File: src/rtl/usart_sync_rx_shifter_if.sv
// -----------------------------------------------------------------------------
// usart_sync_rx_shifter_if
// Bus between the synchronous USART receive shifter and its neighbours:
// the SCLK rising-edge detector and the CPU-side register logic.
//   master : drives sclk_rise, rx_line, rx_read, err_clr; observes status.
//   slave  : the shifter; consumes the pulses and drives rx_data, rx_full,
//            busy, frame_err, overrun_err, parity_err.
// -----------------------------------------------------------------------------
interface usart_sync_rx_shifter_if #(
  parameter int DATA_BITS = 8
);
  logic                 sclk_rise;
  logic                 rx_line;
  logic                 rx_read;
  logic                 err_clr;
  logic [DATA_BITS-1:0] rx_data;
  logic                 rx_full;
  logic                 busy;
  logic                 frame_err;
  logic                 overrun_err;
  logic                 parity_err;

  modport master (
    output sclk_rise, rx_line, rx_read, err_clr,
    input  rx_data, rx_full, busy, frame_err, overrun_err, parity_err
  );

  modport slave (
    input  sclk_rise, rx_line, rx_read, err_clr,
    output rx_data, rx_full, busy, frame_err, overrun_err, parity_err
  );
endinterface

File: src/rtl/usart_sync_rx_shifter.sv
// -----------------------------------------------------------------------------
// usart_sync_rx_shifter
// Synchronous-mode USART receive shifter. Advances one bit per SCLK rising
// edge pulse (sclk_rise), framing start / DATA_BITS data (LSB first) /
// optional even parity / stop, then loads a holding register.
//
// Ports:
//   CPU_Clk : system clock, rising edge.
//   CPU_Rst : asynchronous active-high reset; aborts any frame in flight.
//   bus     : usart_sync_rx_shifter_if.slave
//             in : sclk_rise, rx_line, rx_read, err_clr
//             out: rx_data, rx_full, busy, frame_err, overrun_err, parity_err
//
// Configuration macro:
//   USART_SYNC_RX_PARITY_EN : when defined, a parity bit follows the data
//   bits and is checked for even parity; otherwise parity_err is tied low.
// -----------------------------------------------------------------------------
module usart_sync_rx_shifter #(
  parameter int DATA_BITS = 8
) (
  input logic                    CPU_Clk,
  input logic                    CPU_Rst,
  usart_sync_rx_shifter_if.slave bus
);

  localparam int CW = $clog2(DATA_BITS);

`ifdef USART_SYNC_RX_PARITY_EN
  typedef enum logic [1:0] {IDLE, DATA, PARITY, STOP} state_e;
`else
  typedef enum logic [1:0] {IDLE, DATA, STOP} state_e;
`endif

  state_e               state_q, state_d;
  logic [CW-1:0]        cnt_q, cnt_d;
  logic [DATA_BITS-1:0] shift_q, shift_d;
  logic [DATA_BITS-1:0] data_q, data_d;
  logic                 full_q, full_d;
  logic                 fe_q, fe_d;
  logic                 ov_q, ov_d;
  logic                 done;   // stop-bit pulse: frame completes this cycle
  logic                 load;   // completion is accepted into holding reg

`ifdef USART_SYNC_RX_PARITY_EN
  logic                 par_q, par_d;
  logic                 pe_q, pe_d;
`endif

  // Frame FSM
  always_comb begin
    state_d = state_q;
    cnt_d   = cnt_q;
    shift_d = shift_q;
    done    = 1'b0;
`ifdef USART_SYNC_RX_PARITY_EN
    par_d   = par_q;
`endif
    if (bus.sclk_rise) begin
      case (state_q)
        IDLE: begin
          if (!bus.rx_line) begin
            state_d = DATA;
            cnt_d   = '0;
          end
        end
        DATA: begin
          shift_d[cnt_q] = bus.rx_line;
          if (cnt_q == CW'(DATA_BITS-1)) begin
            // Wrap here so the counter never leaves 0..DATA_BITS-1.
            cnt_d = '0;
`ifdef USART_SYNC_RX_PARITY_EN
            state_d = PARITY;
`else
            state_d = STOP;
`endif
          end else begin
            cnt_d = cnt_q + CW'(1);
          end
        end
`ifdef USART_SYNC_RX_PARITY_EN
        PARITY: begin
          par_d   = bus.rx_line;
          state_d = STOP;
        end
`endif
        STOP: begin
          state_d = IDLE;
          done    = 1'b1;
        end
        default: state_d = IDLE;
      endcase
    end
  end

  // Completion / CPU side. A read coinciding with completion frees the
  // holding register in time for the new frame, so rx_full stays set.
  always_comb begin
    load   = done && (!full_q || bus.rx_read);
    data_d = load ? shift_q : data_q;
    if (load)             full_d = 1'b1;
    else if (bus.rx_read) full_d = 1'b0;
    else                  full_d = full_q;
    // Error flags: a new error event takes priority over err_clr.
    fe_d = (fe_q & ~bus.err_clr) | (done & ~bus.rx_line);
    ov_d = (ov_q & ~bus.err_clr) | (done & full_q & ~bus.rx_read);
`ifdef USART_SYNC_RX_PARITY_EN
    pe_d = (pe_q & ~bus.err_clr) | (done & (par_q ^ (^shift_q)));
`endif
  end

  always_ff @(posedge CPU_Clk or posedge CPU_Rst) begin
    if (CPU_Rst) begin
      state_q <= IDLE;
      cnt_q   <= '0;
      shift_q <= '0;
      data_q  <= '0;
      full_q  <= 1'b0;
      fe_q    <= 1'b0;
      ov_q    <= 1'b0;
`ifdef USART_SYNC_RX_PARITY_EN
      par_q   <= 1'b0;
      pe_q    <= 1'b0;
`endif
    end else begin
      state_q <= state_d;
      cnt_q   <= cnt_d;
      shift_q <= shift_d;
      data_q  <= data_d;
      full_q  <= full_d;
      fe_q    <= fe_d;
      ov_q    <= ov_d;
`ifdef USART_SYNC_RX_PARITY_EN
      par_q   <= par_d;
      pe_q    <= pe_d;
`endif
    end
  end

  assign bus.rx_data     = data_q;
  assign bus.rx_full     = full_q;
  assign bus.busy        = (state_q != IDLE);
  assign bus.frame_err   = fe_q;
  assign bus.overrun_err = ov_q;
`ifdef USART_SYNC_RX_PARITY_EN
  assign bus.parity_err  = pe_q;
`else
  assign bus.parity_err  = 1'b0;
`endif

endmodule
File: src/flat_wrapper.sv
// flat-port wrapper written by rule: the top's interface ports become plain ports
module usart_sync_rx_shifter_flat 
#(
  parameter int DATA_BITS = 8
)
  (CPU_Clk, CPU_Rst, bus_sclk_rise, bus_rx_line, bus_rx_read, bus_err_clr, bus_rx_data, bus_rx_full, bus_busy, bus_frame_err, bus_overrun_err, bus_parity_err);
  usart_sync_rx_shifter_if #(.DATA_BITS(DATA_BITS)) bus_i ();
  input logic CPU_Clk;
  input logic CPU_Rst;
  input wire logic [$bits(bus_i.sclk_rise)-1:0] bus_sclk_rise;
  input wire logic [$bits(bus_i.rx_line)-1:0] bus_rx_line;
  input wire logic [$bits(bus_i.rx_read)-1:0] bus_rx_read;
  input wire logic [$bits(bus_i.err_clr)-1:0] bus_err_clr;
  output wire logic [$bits(bus_i.rx_data)-1:0] bus_rx_data;
  output wire logic [$bits(bus_i.rx_full)-1:0] bus_rx_full;
  output wire logic [$bits(bus_i.busy)-1:0] bus_busy;
  output wire logic [$bits(bus_i.frame_err)-1:0] bus_frame_err;
  output wire logic [$bits(bus_i.overrun_err)-1:0] bus_overrun_err;
  output wire logic [$bits(bus_i.parity_err)-1:0] bus_parity_err;
  assign bus_i.sclk_rise = bus_sclk_rise;
  assign bus_i.rx_line = bus_rx_line;
  assign bus_i.rx_read = bus_rx_read;
  assign bus_i.err_clr = bus_err_clr;
  assign bus_rx_data = bus_i.rx_data;
  assign bus_rx_full = bus_i.rx_full;
  assign bus_busy = bus_i.busy;
  assign bus_frame_err = bus_i.frame_err;
  assign bus_overrun_err = bus_i.overrun_err;
  assign bus_parity_err = bus_i.parity_err;
  usart_sync_rx_shifter #(.DATA_BITS(DATA_BITS)) u_core (.CPU_Clk(CPU_Clk), .CPU_Rst(CPU_Rst), .bus(bus_i));
endmodule
File: config.mk
export PLATFORM = sky130hd
export DESIGN_NAME = usart_sync_rx_shifter_flat
export DESIGN_NICKNAME = d
export VERILOG_FILES = /design/src/rtl/usart_sync_rx_shifter_if.sv /design/src/rtl/usart_sync_rx_shifter.sv /design/src/flat_wrapper.sv
export SDC_FILE = /design/constraint.sdc
export NUM_CORES = 1
export LEC_CHECK = 0
export ABC_AREA = 1
export CAP_MARGIN = 40
export CORE_MARGIN = 2
export CORE_UTILIZATION = 46
export CTS_CLUSTER_SIZE = 28
export DETAILED_ROUTE_END_ITERATION = 10
export HOLD_SLACK_MARGIN = 0.12
export MAX_ROUTING_LAYER = met4
export PLACE_DENSITY = 0.73
export SKIP_CTS_REPAIR_TIMING = 1
export SLEW_MARGIN = 10
export SYNTH_ARGS = -nofsm -noshare
export SYNTH_HDL_FRONTEND = slang
export SYNTH_SLANG_ARGS = --single-unit
File: constraint.sdc
create_clock -name CPU_Clk -period 1.35 [get_ports CPU_Clk]
set_clock_uncertainty 0.15 [all_clocks]
set_input_delay 0.2025 -clock CPU_Clk [delete_from_list [all_inputs] [get_ports CPU_Clk]]
set_output_delay 0.2025 -clock CPU_Clk [all_outputs]
set_load 0.01 [all_outputs]
Yosys cells after proc, flatten, opt, wreduce, memory -nomap -nowiden
Index checks and enable logic that the tools add are counted.

$add $sub $neg: 1. Multiply operators: 0. Div/mod/pow operators: 0. $lt $le $gt $ge: 2. Equal/unequal tests: 5. Shifts and indexed selects: 0. Multiplexer cells: 13. Bitwise operators: 10. Reduce and logical (&&, ||, !) cells: 11.

Operators with widths (count): $bwmux 8 (1); $mux 3 (2); $pmux 3 s2 (1); $reduce_and 3->1 (2); $reduce_bool 2->1 (3); $and 1x1->1 (5); $mux 1 (5); $lt 3x4->1 const B (1); $mux 2 (2); $pmux 2 s2 (1); $add 3x1->3 const B (1); $demux 1 s3 (1); $eq 3x3->1 const B (1); $ge 3x1->1 const B (1); $not 1->1 (3); $eq 2x1->1 const B (1); $eq 2x2->1 const B (1); $logic_and 1x1->1 (2); $logic_not 2->1 (1); $ne 2x1->1 const B (1); $ne 2x2->1 const B (1); $or 1x1->1 (2); $reduce_and 2->1 (1); $logic_not 1->1 (1); $logic_or 1x1->1 (1).

Register bits after elaboration: 24. Latch bits: 0. RAM bits: 0. ROM bits: 0. Bits of input ports: 6. Output and inout port bits: 13. Logic and storage cells: 49. Memories: 0.

Logic depth before layout (Yosys ltp)
Gate-level depths: netlist of the first run.

Word-level depth: 6. Gate-level depth with buffers: 7. Mapped depth without buffers: 7.

Worst setup path before layout of the first run
Ideal clock, no wire load.

Path type: register to register. From: register u_core.cnt_q[0]. To: register u_core.state_q[0]. Setup time: 0.065 ns. Arrival time: 1.085 ns. Data required time: 1.135 ns. Setup slack: 0.050 ns. Cell stages (with the launch flop): 8. Path buffers: 0. Period minus slack after synthesis: 1.300 ns. Cell sequence: dfrtp_1 > ha_1 > ha_1 > inv_1 > nand3_1 > nand3_1 > nand2_1 > nand2_1.

Cells in the longest elaborated chain, start to end: 3.

Ends and longest elaborated chain: start: declaration (RTL line usart_sync_rx_shifter.sv:35) `logic [CW-1:0] cnt_q, cnt_d;`; start signal: assignment (RTL line usart_sync_rx_shifter.sv:126) `cnt_q <= cnt_d;`; $eq 3x3->1 (RTL line usart_sync_rx_shifter.sv:68) `if (cnt_q == CW'(DATA_BITS-1)) begin`; $ne 2x1->1 (no line); $reduce_and 3->1 (no line); end signal: assignment (RTL line usart_sync_rx_shifter.sv:125) `state_q <= state_d;`; end: declaration (RTL line usart_sync_rx_shifter.sv:34) `state_e state_q, state_d;`.

Every way passes these cells. A chain may end at the register's enable or synchronous reset.

Worst setup path after layout of the first run
From: register u_core.state_q[0]. To: output port bus_busy.

Cells in the longest elaborated chain, start to end: 1.

Ends and longest elaborated chain: $reduce_bool 2->1 (RTL line usart_sync_rx_shifter.sv:141) `assign bus.busy = (state_q != IDLE);`; end: declaration (RTL line flat_wrapper.sv:16) `output wire logic [$bits(bus_i.busy)-1:0] bus_busy;`.

Every way passes these cells.

==> summary.md, run 1 <==
| Metric | Value |
|---|---|
| Met2 WL post-DR | `972 µm` |
| Outcome | `finished, violations left` |
| Final WS setup | `-0.0427 ns` |
| CTS tree | `done` |
| Routability cong. | `0.798` |
| FF+latch count, synth | `24` |
| Chip width | `54.6 µm` |
| Fin nets | `173` |
| Layout cells sized above 1 | `24.4%` |
| Max_cap viols | `0` |
| Flop pwr share | `42.6%` |
| First-pass GRT wire length | `3280 µm` |
| Async set-reset flop share out of synthesis | `100%` |
| Total grt overflow | `0` |
| Area after DPL | `1460 µm²` |
| Synth Flop Type | `dfrtp_1` |
| Internal | `1.47 mW` |
| Register area share after synthesis | `51.1%` |
| Worst hold path endpoint | `u_core.bus.frame_err` |
| Worst Path Required | `1.00 ns` |
| Post-Route WL | `2110 µm` |
| Crit share post-route | `103%` |
| Number of global-route vias before repair | `774` |
| Number of top-level pins | `19` |
| Synthesized cell area | `1180 µm²` |
| Detail Placement HPWL | `1520 µm` |
| Sw Share | `36.0%` |
| Worst path cell trace | `nor2_2, inv_1, dlymetal6s2s_1` |
| Number of fill cells | `202` |
| Post-Layout Cell Count | `194` |
| Clock sink count | `24` |
| Crit. End Element | `output port` |
| Final min period | `1.39 ns` |
| Max clock buf depth | `2` |
| Top cell family by delay on the critical path | `flip-flops` |
| CP arrival | `1.04 ns` |
| Avg Vias per Cell | `4.73` |
| Row cnt | `18` |
| RR Startpoint | `u_core.state_q[0]` |
| GRT Util Overall | `16.3%` |
| Area taken by multi-input logic gates | `500 µm²` |
| Syn nets | `144` |
| CTS buffer count | `3` |
| DR vias | `918` |
| Clk network pwr share | `16.3%` |
| Synth warn | `0` |
| Slew Limit Fails | `0` |
| Switching pwr | `0.826 mW` |
| Syn avg cell area | `8.65 µm²` |
| Wl on met1 | `1030 µm` |
| Htree depth | `1` |
| Pwr Density | `1430 nW/µm²` |
| Startpoint Class | `flip-flop` |
| Highest metal used | `met4` |
| DR iter-0 viols | `11` |
| Yosys cell types | `20` |
| Top-count cell post-synth | `nand2_1` |
| Average wire per standard cell | `10.9 µm` |
| Type of the worst setup path | `reg2out` |
| Hold Vio Cnt, Final | `0` |
| Hold depth | `2` |
| Largest net degree at the start of global routing | `25` |
| Slowest stage cell, crit path | `dfrtp_1` |
| Critical-path maximum fanout | `2` |
| Pre-CTS setup slack | `-0.175 ns` |
| Total leakage power | `0.936 nW` |
| VDD IR max | `1.06 mV` |
| DRC | `0` |
| Failing checks | `setup timing` |
| Routed wl met3 | `63 µm` |
| P&R area growth vs syn | `36.5%` |
| FF-to-FF setup slack | `0.03 ns` |
| Hold/Removal Path Class | `in2reg` |
| Worst skew pair latency | `0.31 ns` |
| Fin Hold WS | `0.320 ns` |
| Die Area | `2980 µm²` |
| Min-delay src | `bus_err_clr` |
| Initial core utilization | `47.9%` |
| Max Fclk | `718 MHz` |
| Post-route ant nets | `0` |
| RSZ-0062 raised after global routing | `yes` |
| Combinational cell fraction of total power | `41.1%` |
| Clock root cell | `clkbuf_4` |
| Reg2reg end | `u_core.bus.rx_data[3]` |
| Drt pass-1 iters | `4` |
| Reg2Reg Depth | `6` |
| PortBufs | `17` |
| Antenna Cells | `0` |
| FF/Latch Area | `601 µm²` |
| CP bufs+invs | `2` |
| Final setup viols | `1` |
| Antenna violations before repair | `0` |
| Yosys top cell area share | `51.1%` |
| Final instance area | `1610 µm²` |
| Die height | `54.6 µm` |
| Core Footprint | `2450 µm²` |
| Top cells by count, synth | `nand2_1 (38), dfrtp_1 (24), inv_1 (22), nand3_1 (10), o21ai_2 (8)` |
| Post-synth EDFFs | `0` |
| Clock transition at the registers of the reported paths | `0.12 ns` |
| Mapped Cells | `136` |
| Synth area leaders | `dfrtp_1 (51%), nand2_1 (12%), inv_1 (7.0%)` |
| DP Cell Count | `188` |
| Max incr delay on CP | `0.41 ns` |
| Area leader, netlist | `dfrtp_1` |
==> power by group through the flow <==
stage                     clock, mW  combinational, mW  sequential, mW
after global routing          0.427               1.06           0.999
after global placement            0              0.818           0.979
after detailed placement          0              0.850           0.990
final                         0.374              0.943           0.977
after floorplan                   0              0.495            1.02
after CTS                     0.385              0.853           0.974
==> worst max-delay path by stage <==
stage	startpoint	end	slack [ns]	cells past startpoint
2_1_floorplan	u_core.cnt_q[0]	u_core.state_q[0]	0.05	7
4_1_cts	u_core.state_q[0]	bus_busy	-0.38	3
3_5_place_dp	bus_sclk_rise	u_core.shift_q[3]	-0.18	5
5_1_grt	u_core.state_q[1]	bus_busy	-0.15	3
6_report	u_core.state_q[0]	bus_busy	-0.04	3
3_3_place_gp	bus_sclk_rise	u_core.shift_q[3]	-0.13	5
==> logic make-up (layout without fill, tap and decap cells) <==
kind of cell / Yosys count / after routing / synth area share (%)
AND/OR/NAND/NOR: 63 / 63 / 25.2
buffers and inverters: 27 / 55 / 10.4
other: 1 / 1 / 0.319
adder cells (fa/ha/maj): 2 / 2 / 2.13
flip-flops: 24 / 24 / 51.1
AO/OA/AOI/OAI: 19 / 19 / 10.9
==> metal layers <==
metal	vias to the layer above	track usage [%]
met3	5	3.28
met5	-	-
met1	418	21.0
met2	16	23.9
li1	479	-
met4	0	8.75
==> layout make-up <==
class                           count  area share (%)
Clock buffer                        4            2.26
Inverter                           22            5.14
Multi-Input combinational cell     85            31.2
Sequential cell                    24            37.4
Tap cell                           30            2.34
Timing Repair Buffer               29            21.7
==> state kept, by name, indices dropped and copies added, names as in the netlist <==
| name | count |
|---|---|
| u_core.bus.frame_err | 1 |
| u_core.shift_q | 8 |
| u_core.bus.rx_full | 1 |
| u_core.cnt_q | 3 |
| u_core.state_q | 2 |
| u_core.bus.overrun_err | 1 |
| u_core.bus.rx_data | 8 |
==> placed cells by master (no fill, tap or decap) <==
cell type | synthesis | routed
o21ai_2 | 8 | 8
dlygate4sd3_1 | 0 | 1
nor2_2 | 2 | 2
nor2_1 | 5 | 3
or2_2 | 1 | 1
ha_4 | 0 | 1
buf_12 | 0 | 3
nand3_1 | 10 | 8
o21ai_1 | 3 | 4
clkbuf_8 | 0 | 1
nand4_1 | 2 | 2
clkbuf_4 | 0 | 3
nor2_4 | 3 | 5
ha_2 | 0 | 1
dfrtp_1 | 24 | 24
dlymetal6s2s_1 | 0 | 12
inv_1 | 22 | 19
buf_4 | 1 | 7
clkbuf_16 | 0 | 1
inv_2 | 0 | 3
o22ai_1 | 2 | 2
nand3_4 | 0 | 1
conb_1 | 1 | 1
nand2_1 | 38 | 38
clkdlybuf4s50_1 | 0 | 5
nand3_2 | 2 | 3
o21ai_0 | 6 | 5
==> through the flow <==
| step | utilization [%] | setup TNS, ns | power [mW] |
|---|---|---|---|
| floorplan | - | 0 | 1.51 |
| global placement | 59.3 | -1.74 | 1.80 |
| detailed placement | 59.3 | -2.11 | 1.84 |
| CTS | 60.8 | -2.92 | 2.21 |
| global route | 65.4 | -0.586 | 2.48 |
| finish | 65.4 | -0.0427 | 2.29 |
(Power assumes the default switching activity.)
==> run 2: changes to the inputs <==
CORE_MARGIN = unset   (was 2)
==> summary.md, run 2 (synthesis gave the netlist of run 1 again) <==
| Metric | Value |
|---|---|
| Outcome | `finished, violations left` |
| Failing checks | `setup timing` |
| First-pass GRT wire length | `4130 µm (+26%)` |
| Average wire per standard cell | `12.5 µm (+15%)` |
| GRT met2 Usage | `39.2% (+15 points)` |
| Crit. End Element | `output port` |
| Final setup viols | `4 (+3)` |
| Number of top-level pins | `19 (unchanged)` |
| DRC | `0 (unchanged)` |
| Final min period | `1.43 ns (+0.0355 ns)` |
| Commonest cells after routing, fill and taps aside | `nand2_1 (38), dfrtp_1 (23), inv_1 (20)` |
| Clock sink count | `24 (unchanged)` |
| P&R area growth vs syn | `33.6%` |
| Antenna Cells | `0 (unchanged)` |
| CTS tree | `done` |
| Max clock buf depth | `2 (unchanged)` |
| Routability cong. | `0.815 (+2.2%)` |
| Hold/Removal Path Class | `in2reg` |
| Layout cells sized above 1 | `22.6% (-1.8 points)` |
| Total leakage power | `0.925 nW (-1.2%)` |
| Htree depth | `1 (unchanged)` |
| Drt pass-1 iters | `4 (unchanged)` |
| Post-Route WL | `2390 µm (+13%)` |
| Antenna violations before repair | `0 (unchanged)` |
| Total power | `2.40 mW (+4.4%)` |
| Critical-path maximum fanout | `2 (unchanged)` |
| CP arrival | `1.08 ns (+0.04 ns)` |
| GRT Max-Usage Layer | `met2` |
| Fin nets | `173 (unchanged)` |
| Max_cap viols | `0 (unchanged)` |
| Number of global-route vias before repair | `963 (+24%)` |
| Number of fill cells | `168 (-17%)` |
| VDD IR max | `1.17 mV (+9.7%)` |
| Slowest stage cell, crit path | `dfrtp_1` |
| Crit share post-route | `106% (+2.6 points)` |
| CP bufs+invs | `2 (unchanged)` |
| Worst path cell trace | `nor2_1, inv_1, dlymetal6s2s_1` |
| Pre-CTS setup slack | `-0.206 ns (-0.0305 ns)` |
| Chip width | `52.6 µm (-3.7%)` |
| Die height | `52.6 µm (-3.7%)` |
| Startpoint Class | `flip-flop` |
| Max Fclk | `700 MHz (-2.5%)` |
| Die Area | `2760 µm² (-7.2%)` |
| Type of the worst setup path | `reg2out` |
| CTS buffer count | `3 (unchanged)` |
| PortBufs | `17 (unchanged)` |
| DR iter-0 viols | `15 (+4)` |
| Detail Placement HPWL | `1670 µm (+9.7%)` |
| Met3 usage | `2.61% (-0.67 points)` |
| Row cnt | `17 (-1)` |
| Grt met1 use | `23.6% (+2.6 points)` |
| DR vias | `955 (+4.0%)` |
| Max incr delay on CP | `0.40 ns (about the same)` |
| Worst Path Required | `1.00 ns (about the same)` |
| Pwr Density | `1520 nW/µm² (+6.7%)` |
| Largest net degree at the start of global routing | `25 (unchanged)` |
| Worst skew pair latency | `0.33 ns (+0.02 ns)` |
| Hold Vio Cnt, Final | `0 (unchanged)` |
| Slew Limit Fails | `0 (unchanged)` |
| Post-route ant nets | `0 (unchanged)` |
| Clock root cell | `clkbuf_4` |
| Core Footprint | `2320 µm² (-5.6%)` |
| GRT Util Overall | `22.2% (+5.9 points)` |
| Top cell family by delay on the critical path | `flip-flops` |
| Total grt overflow | `0 (unchanged)` |
| Initial core utilization | `50.7% (+2.8 points)` |
| Most common cell after layout, fill and taps aside | `nand2_1` |
| Clock transition at the registers of the reported paths | `0.14 ns (+0.02 ns)` |
| Avg Vias per Cell | `4.97 (+5.1%)` |
| RSZ-0062 raised after global routing | `yes` |
| Final WS setup | `-0.0782 ns (-0.0355 ns)` |
-- run 2: power breakdown --
| group | total (mW) | switching [mW] | internal, mW |
|---|---|---|---|
| Sequential | 0.981 | 0.0922 | 0.889 |
| Clock | 0.530 | 0.230 | 0.301 |
| Combinational | 0.884 | 0.518 | 0.366 |
-- run 2: layout make-up --
| cell class | instances | area (µm²) | area share, % |
|---|---|---|---|
| clock buffer | 3 | 22.5 | 1.43 |
| sequential | 24 | 602 | 38.3 |
| multi-input combinational | 85 | 465 | 29.6 |
| inverter | 22 | 86.3 | 5.49 |
| tap | 28 | 35.0 | 2.23 |
| timing repair buffer | 29 | 330 | 21.0 |
| clock inverter | 1 | 30.0 | 1.91 |
-- run 2: worst paths after layout --
check,slack [ns],to,from,depth (start not counted)
max in group asynchronous,0.31,u_core.cnt_q[2],CPU_Rst,4
max,-0.08,bus_busy,u_core.state_q[0],3
min,0.30,u_core.bus.frame_err,bus_err_clr,2
max reg2reg,-0.06,u_core.shift_q[3],u_core.state_q[1],6
min in group asynchronous,0.58,u_core.bus.rx_data[7],CPU_Rst,4
min reg2reg,0.34,u_core.bus.rx_data[4],u_core.bus.rx_data[4],2
-- run 2: per-stage QoR --
step	hold WS, ns	setup TNS (ns)	instances	util [%]	instance area, µm²
finish	0.303	-0.207	192	67.8	1570
detailed placement	0.322	-2.48	186	62.7	1450
floorplan	0.0671	0	136	-	1180
global route	0.318	-0.913	192	67.8	1570
global placement	0.314	-1.72	186	62.7	1450
CTS	0.0307	-3.21	190	65.0	1510
-- run 2: layer usage --
layer | up-vias | wire (µm)
li1 | 480 | -
met1 | 450 | 1040
met2 | 20 | 1240
met3 | 5 | 63
met4 | 0 | 55
met5 | - | 0
